===== config.mk =====
export PLATFORM = sky130hd
export DESIGN_NAME = alu_exec_pipe
export DESIGN_NICKNAME = d
export VERILOG_FILES = /design/src/rtl/alu_pkg.sv /design/src/rtl/alu_core.sv /design/src/rtl/alu_exec_pipe.sv
export SDC_FILE = /design/constraint.sdc
export NUM_CORES = 1
export LEC_CHECK = 0
export ABC_AREA = 1
export CORE_UTILIZATION = 55
export DETAILED_ROUTE_END_ITERATION = 8
export DONT_BUFFER_PORTS = 1
export PLACE_DENSITY = 0.7
export SYNTH_ARGS = -nofsm -noshare
export SYNTH_HDL_FRONTEND = slang
export SYNTH_SLANG_ARGS = --single-unit

===== constraint.sdc =====
create_clock -name clk -period 1.8 [get_ports clk]
set_input_delay 0.18 -clock clk [delete_from_list [all_inputs] [get_ports clk]]
set_output_delay 0.18 -clock clk [all_outputs]
set_load 0.01 [all_outputs]

===== src/rtl/alu_pkg.sv =====
// Shared definitions for the 4-bit ALU execute stage.
//   OP_*          one-hot select codes, bit i of {R3,R2,R1,R0} = decoder output Ri
//   flags_t       registered flag bundle, bit order {err, ovf, zero, carry}
//   sel_illegal   1 when a select is anything other than exactly one-hot
package alu_pkg;

    localparam logic [3:0] OP_ADD = 4'b0001;
    localparam logic [3:0] OP_SUB = 4'b0010;
    localparam logic [3:0] OP_AND = 4'b0100;
    localparam logic [3:0] OP_OR  = 4'b1000;

    typedef struct packed {
        logic err;
        logic ovf;
        logic zero;
        logic carry;
    } flags_t;

    // Covers both the all-zero select and any multi-hot select.
    function automatic logic sel_illegal(input logic [3:0] sel);
        case (sel)
            OP_ADD, OP_SUB, OP_AND, OP_OR: return 1'b0;
            default:                       return 1'b1;
        endcase
    endfunction

endpackage


===== src/rtl/alu_core.sv =====
// Combinational ALU placed between pipeline stage 1 and stage 2.
//   sel     in  4   one-hot select {R3,R2,R1,R0}
//   a, b    in  W   operands (unsigned; two's complement for ovf)
//   result  out W   operation result, 0 on an illegal select
//   carry   out 1   ADD carry-out, SUB borrow (a<b), 0 otherwise
//   zero    out 1   result == 0 for a legal select
//   ovf     out 1   signed overflow for ADD/SUB, 0 otherwise
//   err     out 1   select was not exactly one-hot
module alu_core
    import alu_pkg::*;
#(
    parameter int W = 4
) (
    input  logic [3:0]   sel,
    input  logic [W-1:0] a,
    input  logic [W-1:0] b,
    output logic [W-1:0] result,
    output logic         carry,
    output logic         zero,
    output logic         ovf,
    output logic         err
);

    // One extra bit holds carry-out for ADD; for SUB the top bit is the borrow.
    logic [W:0] sum;
    logic [W:0] diff;

    assign sum  = {1'b0, a} + {1'b0, b};
    assign diff = {1'b0, a} - {1'b0, b};

    always_comb begin
        result = '0;
        carry  = 1'b0;
        ovf    = 1'b0;
        err    = 1'b0;
        case (sel)
            OP_ADD: begin
                result = sum[W-1:0];
                carry  = sum[W];
                ovf    = (a[W-1] == b[W-1]) && (sum[W-1] != a[W-1]);
            end
            OP_SUB: begin
                result = diff[W-1:0];
                carry  = diff[W];
                ovf    = (a[W-1] != b[W-1]) && (diff[W-1] != a[W-1]);
            end
            OP_AND:  result = a & b;
            OP_OR:   result = a | b;
            default: err = 1'b1;
        endcase
        // An illegal select reports only err; zero stays low.
        zero = (result == '0) && !err;
    end

endmodule


===== src/rtl/alu_exec_pipe.sv =====
// Two-stage valid/ready execute pipeline for the 4-bit ALU.
//   clk, rst                  clock, synchronous active-high reset
//   in_valid / in_ready       upstream handshake for R0..R3, a, b
//   R0..R3                    one-hot select ADD/SUB/AND/OR
//   a, b                      operands
//   out_valid / out_ready     downstream handshake
//   result, carry, zero, ovf  registered result and flags
//   err                       registered illegal-select indication
//   err_cnt                   saturating count of illegal selects accepted
module alu_exec_pipe
    import alu_pkg::*;
#(
    parameter int W      = 4,
    parameter int ECNT_W = 8
) (
    input  logic              clk,
    input  logic              rst,
    input  logic              in_valid,
    output logic              in_ready,
    input  logic              R0,
    input  logic              R1,
    input  logic              R2,
    input  logic              R3,
    input  logic [W-1:0]      a,
    input  logic [W-1:0]      b,
    output logic              out_valid,
    input  logic              out_ready,
    output logic [W-1:0]      result,
    output logic              carry,
    output logic              zero,
    output logic              ovf,
    output logic              err,
    output logic [ECNT_W-1:0] err_cnt
);

    logic              vld_p1_q;
    logic [3:0]        sel_p1_q;
    logic [W-1:0]      a_p1_q;
    logic [W-1:0]      b_p1_q;
    logic              vld_p2_q;
    logic [W-1:0]      result_p2_q;
    flags_t            flags_p2_q;
    logic [ECNT_W-1:0] err_cnt_q;
    logic [ECNT_W-1:0] err_cnt_d;

    logic [3:0]   sel_in;
    logic         s1_load;
    logic         s2_load;
    logic [W-1:0] core_result;
    flags_t       core_flags;

    assign sel_in = {R3, R2, R1, R0};

    // A stage loads when it is empty or its contents move on this cycle, so
    // a bubble is filled even while the output stalls.
    assign s2_load  = !vld_p2_q || out_ready;
    assign s1_load  = !vld_p1_q || s2_load;
    assign in_ready = s1_load;

    // ---- Stage 1: capture operands and select ----
    always_ff @(posedge clk) begin
        if (rst) begin
            vld_p1_q <= 1'b0;
        end else if (s1_load) begin
            vld_p1_q <= in_valid;
        end
    end

    always_ff @(posedge clk) begin
        if (s1_load && in_valid) begin
            sel_p1_q <= sel_in;
            a_p1_q   <= a;
            b_p1_q   <= b;
        end
    end

    alu_core #(.W(W)) u_core (
        .sel    (sel_p1_q),
        .a      (a_p1_q),
        .b      (b_p1_q),
        .result (core_result),
        .carry  (core_flags.carry),
        .zero   (core_flags.zero),
        .ovf    (core_flags.ovf),
        .err    (core_flags.err)
    );

    // ---- Stage 2: register ALU output, held while stalled ----
    always_ff @(posedge clk) begin
        if (rst) begin
            vld_p2_q    <= 1'b0;
            result_p2_q <= '0;
            flags_p2_q  <= '0;
        end else if (s2_load) begin
            vld_p2_q <= vld_p1_q;
            if (vld_p1_q) begin
                result_p2_q <= core_result;
                flags_p2_q  <= core_flags;
            end
        end
    end

    // Counted at acceptance into stage 1, saturating at all-ones.
    always_comb begin
        err_cnt_d = err_cnt_q;
        if (in_valid && s1_load && sel_illegal(sel_in) && (err_cnt_q != '1)) begin
            err_cnt_d = err_cnt_q + 1'b1;
        end
    end

    always_ff @(posedge clk) begin
        if (rst) begin
            err_cnt_q <= '0;
        end else begin
            err_cnt_q <= err_cnt_d;
        end
    end

    assign out_valid = vld_p2_q;
    assign result    = result_p2_q;
    assign carry     = flags_p2_q.carry;
    assign zero      = flags_p2_q.zero;
    assign ovf       = flags_p2_q.ovf;
    assign err       = flags_p2_q.err;
    assign err_cnt   = err_cnt_q;

endmodule


== Yosys cells after proc, flatten, opt, wreduce, memory -nomap -nowiden ==
Index checks and enable logic that the tools add are counted.
Word-level totals
  output and inout bits: 18
  input port bits: 16
  logic and storage cells: 48
  register bits after elaboration: 30
Operators by class
  mux-type cells: 5
  eq/ne operators: 13
  bitwise logic cells: 2
  $add $sub $neg: 3
  reduce and logical (&&, ||, !) cells: 14
Operator list (count)
  case mux 4 bit (4 select lines): 1
  adder 8 x 1 -> 8 bit, second input constant: 1
  == test 4 x 1 -> 1 bit, second input constant: 2
  == test 4 x 2 -> 1 bit, second input constant: 2
  == test 4 x 3 -> 1 bit, second input constant: 2
  == test 4 bit, second input constant: 2
  != test 8 bit, second input constant: 1
  OR reduction 4 bit: 2
  logical AND 1 bit: 6
  adder 4 x 4 -> 5 bit: 1
  subtractor 4 x 4 -> 5 bit: 1
  bitwise AND 4 bit: 1
  zero test 4 bit: 1
  bitwise OR 4 bit: 1
  case mux 1 bit (2 select lines): 2
  != test 1 bit: 3
  zero test 1 bit: 2
  logical OR 1 bit: 2
  2-to-1 mux 1 bit: 2
  AND reduction 2 bit: 1
  == test 1 bit: 1

== Longest topological paths before layout ==
Gate-level depths: netlist of the first run.
  depth after elaboration: 6
  depth in mapped cells: 13
  depth with buffers taken out: 13

== Hierarchy ==
A second synthesis of the first run with hierarchy kept.
Second synthesis, totals
  cell total of the unflattened synthesis: 254
  area total of the unflattened synthesis: 1886.8 µm²
Modules (own cells, without submodules)
  alu_exec_pipe: seq. area each 720.7 µm², times used 1, area an instance 1255.0 µm², cells an instance 146
  alu_core: seq. area each 0.0 µm², times used 1, area an instance 631.9 µm², cells an instance 108

== Least setup slack after synthesis of the first run ==
OpenSTA, ideal clock, no wires.
  path kind: flip-flop to flip-flop
  from: reg a_p1_q[0]
  to: reg flags_p2_q, in the netlist zero
  period minus slack after synthesis: 1654 ps
  required time: 1730 ps
  arrival time: 1584 ps
  stages on the path, launching flop included: 14
  slack: 146 ps
  path buffers: 0
  library setup time: 70 ps
  cells stage by stage: edfxtp_1 inv_1 ha_1 inv_1 fa_1 inv_1 nand2_1 nand2_1 nor2_1 nor2_1 nand3_1 nor2_1 nand2_1 a21oi_1
Between the ends
  cells in the longest elaborated chain, start to end: 4
  elaborated cells between the ends (all ways): 7
  classes of those cells: 2 x add/sub; 1 x mux; 2 x bitwise; 2 x reduce/logical
RTL lines
  start, declared: RTL line alu_exec_pipe.sv:38  | logic [W-1:0] a_p1_q;
  start signal, assigned: RTL line alu_exec_pipe.sv:72  | a_p1_q <= a;
  subtractor 4 x 4 -> 5 bit (tied with other cells): RTL line alu_core.sv:29  | assign diff = {1'b0, a} - {1'b0, b};
  case mux 4 bit (4 select lines) (*): RTL line alu_core.sv:36  | case (sel)
  zero test 4 bit (*): RTL line alu_core.sv:52  | zero = (result == '0) && !err;
  logical AND 1 bit (*): RTL line alu_core.sv:52
  end signal, assigned: RTL line alu_exec_pipe.sv:98  | flags_p2_q <= core_flags;
  end, declared: RTL line alu_exec_pipe.sv:42  | flags_t flags_p2_q;
Every way passes the cells marked *; elsewhere a longest branch is shown, timed or not.
A chain may end at the register's enable or synchronous reset.

== Worst setup path after layout of the first run ==
  from: reg b_p1_q[0]
  to: reg flags_p2_q, in the netlist zero
Between the ends
  cells in the longest elaborated chain, start to end: 4
  elaborated cells between the ends (all ways): 7
  classes of those cells: 2 x add/sub; 1 x mux; 2 x bitwise; 2 x reduce/logical
RTL lines
  start, declared: RTL line alu_exec_pipe.sv:39  | logic [W-1:0] b_p1_q;
  start signal, assigned: RTL line alu_exec_pipe.sv:73  | b_p1_q <= b;
  subtractor 4 x 4 -> 5 bit (tied with other cells): RTL line alu_core.sv:29
  case mux 4 bit (4 select lines) (*): RTL line alu_core.sv:36
  zero test 4 bit (*): RTL line alu_core.sv:52
  logical AND 1 bit (*): RTL line alu_core.sv:52
Marked as above.

==> impl_metrics.tcl, run 1 <==
set metrics [dict create \
    finish.net_count 297 \
    ys_seq_area_share_pct 39.4 \
    tritoncts "yes" \
    slew_headroom_pct 52.4 \
    wirelength_mm 3.58 \
    antenna_found_initial 0 \
    cpMaxStageDelayCell "fa_1" \
    start_util_pct 59.0 \
    cap_violations 0 \
    grt_max_degree 19 \
    dieHeight_um 59.7 \
    worstPathMaxFanout 3 \
    clk_pin_slew_ns 0.10 \
    cp_cell_sequence "ha_1 -> inv_1 -> fa_1 -> inv_1 -> nand2_1 -> nand2_1 -> nor2_1 -> nor2_1 -> nand3_1 -> nor2_1 -> nand2_1 -> a21oi_1" \
    final_max_slew_viol_count 0 \
    ys_seq_elements 30 \
    critPathLaunchType "flip-flop" \
    die_w_um 59.7 \
    power_density_mw_per_mm2 684 \
    critPathTopFamily "adder cells" \
    dieArea_mm2 0.00356 \
    ir_drop_mv 0.524 \
    cts_root_buf "clkbuf_4" \
    grt_pass1_vias 1481 \
    remaining_drc_errors 0 \
    yosysTopAreaCell "dfxtp_1" \
    required_ns 2.07 \
    cts_inserted_buffers 5 \
    grt-ovfl-total 0 \
    skew_ns 0.00942 \
    htreeDepth 2 \
    critical_path_class "flip-flop to flip-flop" \
    syn_nets 273 \
    n_antenna_cell 0 \
    status "finished, final reports clean" \
    hp-class "input pin to flip-flop" \
    cts.path.max_buffers 2 \
    whs_ns 0.0472 \
    grt_pass1_wl_mm 6.02 \
    rsz0062_at_grt "true" \
    cts.sink_count 30 \
    hold_viol 0 \
    yosysWarnings 0 \
    core_mm2 0.00310 \
    first_pass_iters 4 \
    fin_crit_sh_pct 98.0 \
    synth_cell_types 30 \
    hpwl_mm 2.71 \
    setup_viol 0 \
    detail-route-antenna-nets 0 \
    final_util_pct 68.3 \
    yosysMostFrequentCell "nand2_1" \
    synthTopCellsByArea "dfxtp_1 (20%), edfxtp_1 (20%), nand2_1 (12%), ha_1 (8.9%), inv_1 (8.2%)" \
    leakagePower_uw 0.00101 \
    ys.flop_type "dfxtp_1" \
    io_pins 34 \
    track_usage_pct 23.2 \
    synth_common_cells "nand2_1 (59), inv_1 (40), nor2_1 (31), nand3_1 (19), dfxtp_1 (18)" \
    async_reset_ff_share_pct 0 \
    clock_latency_ns 0.34 \
    critPathBufInv 2 \
    vias 1568 \
    finalCriticalPeriod_ns 1.76 \
    drive_gt1_share_pct 10.9 \
    crit_path_end_kind "flip-flop" \
    synth_edf_count 12 \
    post_cts.repair.setup_buffers 0 \
    viasPerCell 5.04 \
    fp-row-count 20 \
    io_buffers 0 \
    synth.top_cell.area_share_pct 19.7 \
    routabilityCongestion 0.865 \
    worstPathArrival_ns 2.03 \
    synth_area_per_cell_um2 7.56 \
    syn_inst 242 \
    drtIter0Drc 59 \
    clock.fmax_mhz 567 \
    wl_per_cell_um 11.5 \
    tightest_slew_ns 0.712 \
    slowest_delay_ns 0.40 \
    num-fill-cells 283 \
    synth_area_mm2 0.00183 \
    syn_to_final_growth_pct 15.8 \
]
per-stage QoR:
stage	cells	TNS (ns)	worst slack, ns	instance area, um2	power [uW]
CTS	311	0	0.0272	2120	1460
detailed placement	290	0	0.00856	1920	999
floorplan	242	0	0.146	1830	947
finish	311	0	0.0365	2120	1450
global route	311	-0.349	-0.115	2120	1540
global placement	290	0	0.0511	1920	996
sequential cells by signal, indices dropped and copies added (netlist names):
signal     flops
err_cnt        8
a_p1_q         4
b_p1_q         4
result         4
sel_p1_q       4
carry          1
err            1
out_valid      1
ovf            1
vld_p1_q       1
zero           1
path summary, 6_finish.rpt:
path / from / endpoint / slack, ns / cells after the start
hold reg to reg: zero / zero / 0.52 / 2
setup / recovery: b_p1_q[0] / zero / 0.04 / 12
setup reg to reg: b_p1_q[0] / zero / 0.04 / 12
hold / removal: in_valid / vld_p1_q / 0.05 / 2
report_power, final:
part / leakage [uW] / total [uW] / switching (uW) / internal (uW)
Combinational: 0.000706 / 247 / 147 / 99.5
Clock: 0.0000386 / 435 / 246 / 189
Sequential: 0.000264 / 767 / 26.4 / 741
cell families (layout without fill, tap and decap cells):
family                     count (synthesis)  count (layout)  synth area share, %
AOI/OAI and AO/OA                         24              24                 7.52
xor gates and xnor gates                   5               5                 2.39
adders and majority gates                 15              15                 11.1
buffers and inverters                     44              69                 9.44
DFF                                       30              30                 39.4
and+or+nand+nor                          124             124                 30.2
timing repair:
action	4_1_cts	5_1_grt
setup endpoints to repair	1	6
hold buffers	13	0
hold endpoints to repair	30	0
gates resized for setup	2	3
pin swaps	0	3
routing by layer:
layer | track usage [%] | wire length [um]
met5 | 0 | 0
met2 | 39.8 | 1700
met1 | 27.6 | 1650
met3 | 6.49 | 176
met4 | 7.97 | 53
layout by cell type (no fill, tap or decap), types with 7 or more instances in the layout:
| cell type | Yosys | final |
|---|---|---|
| dlygate4sd3_1 | 0 | 13 |
| dfxtp_1 | 18 | 18 |
| nand3_1 | 19 | 19 |
| ha_1 | 13 | 12 |
| nor2_1 | 31 | 31 |
| a21oi_1 | 13 | 13 |
| buf_4 | 1 | 7 |
| inv_1 | 40 | 39 |
| nand2_1 | 59 | 59 |
| edfxtp_1 | 12 | 12 |
final cells by class:
class / count / area (um2) / area share (%)
sequential: 30 / 721 / 34.0
clock buffer: 6 / 51.3 / 2.42
inverter: 41 / 156 / 7.38
tap: 44 / 55.1 / 2.60
timing repair buffer: 20 / 183 / 8.62
multi-input combinational: 168 / 941 / 44.4
clock inverter: 2 / 11.3 / 0.532
(Power assumes the default switching activity.)
==> run 2, diff against run 1 <==
CTS_CLUSTER_DIAMETER = 200   (was not set)
==> results of run 2 <==
Same layout as run 1: the final DEF is identical, and so are final timing and power.
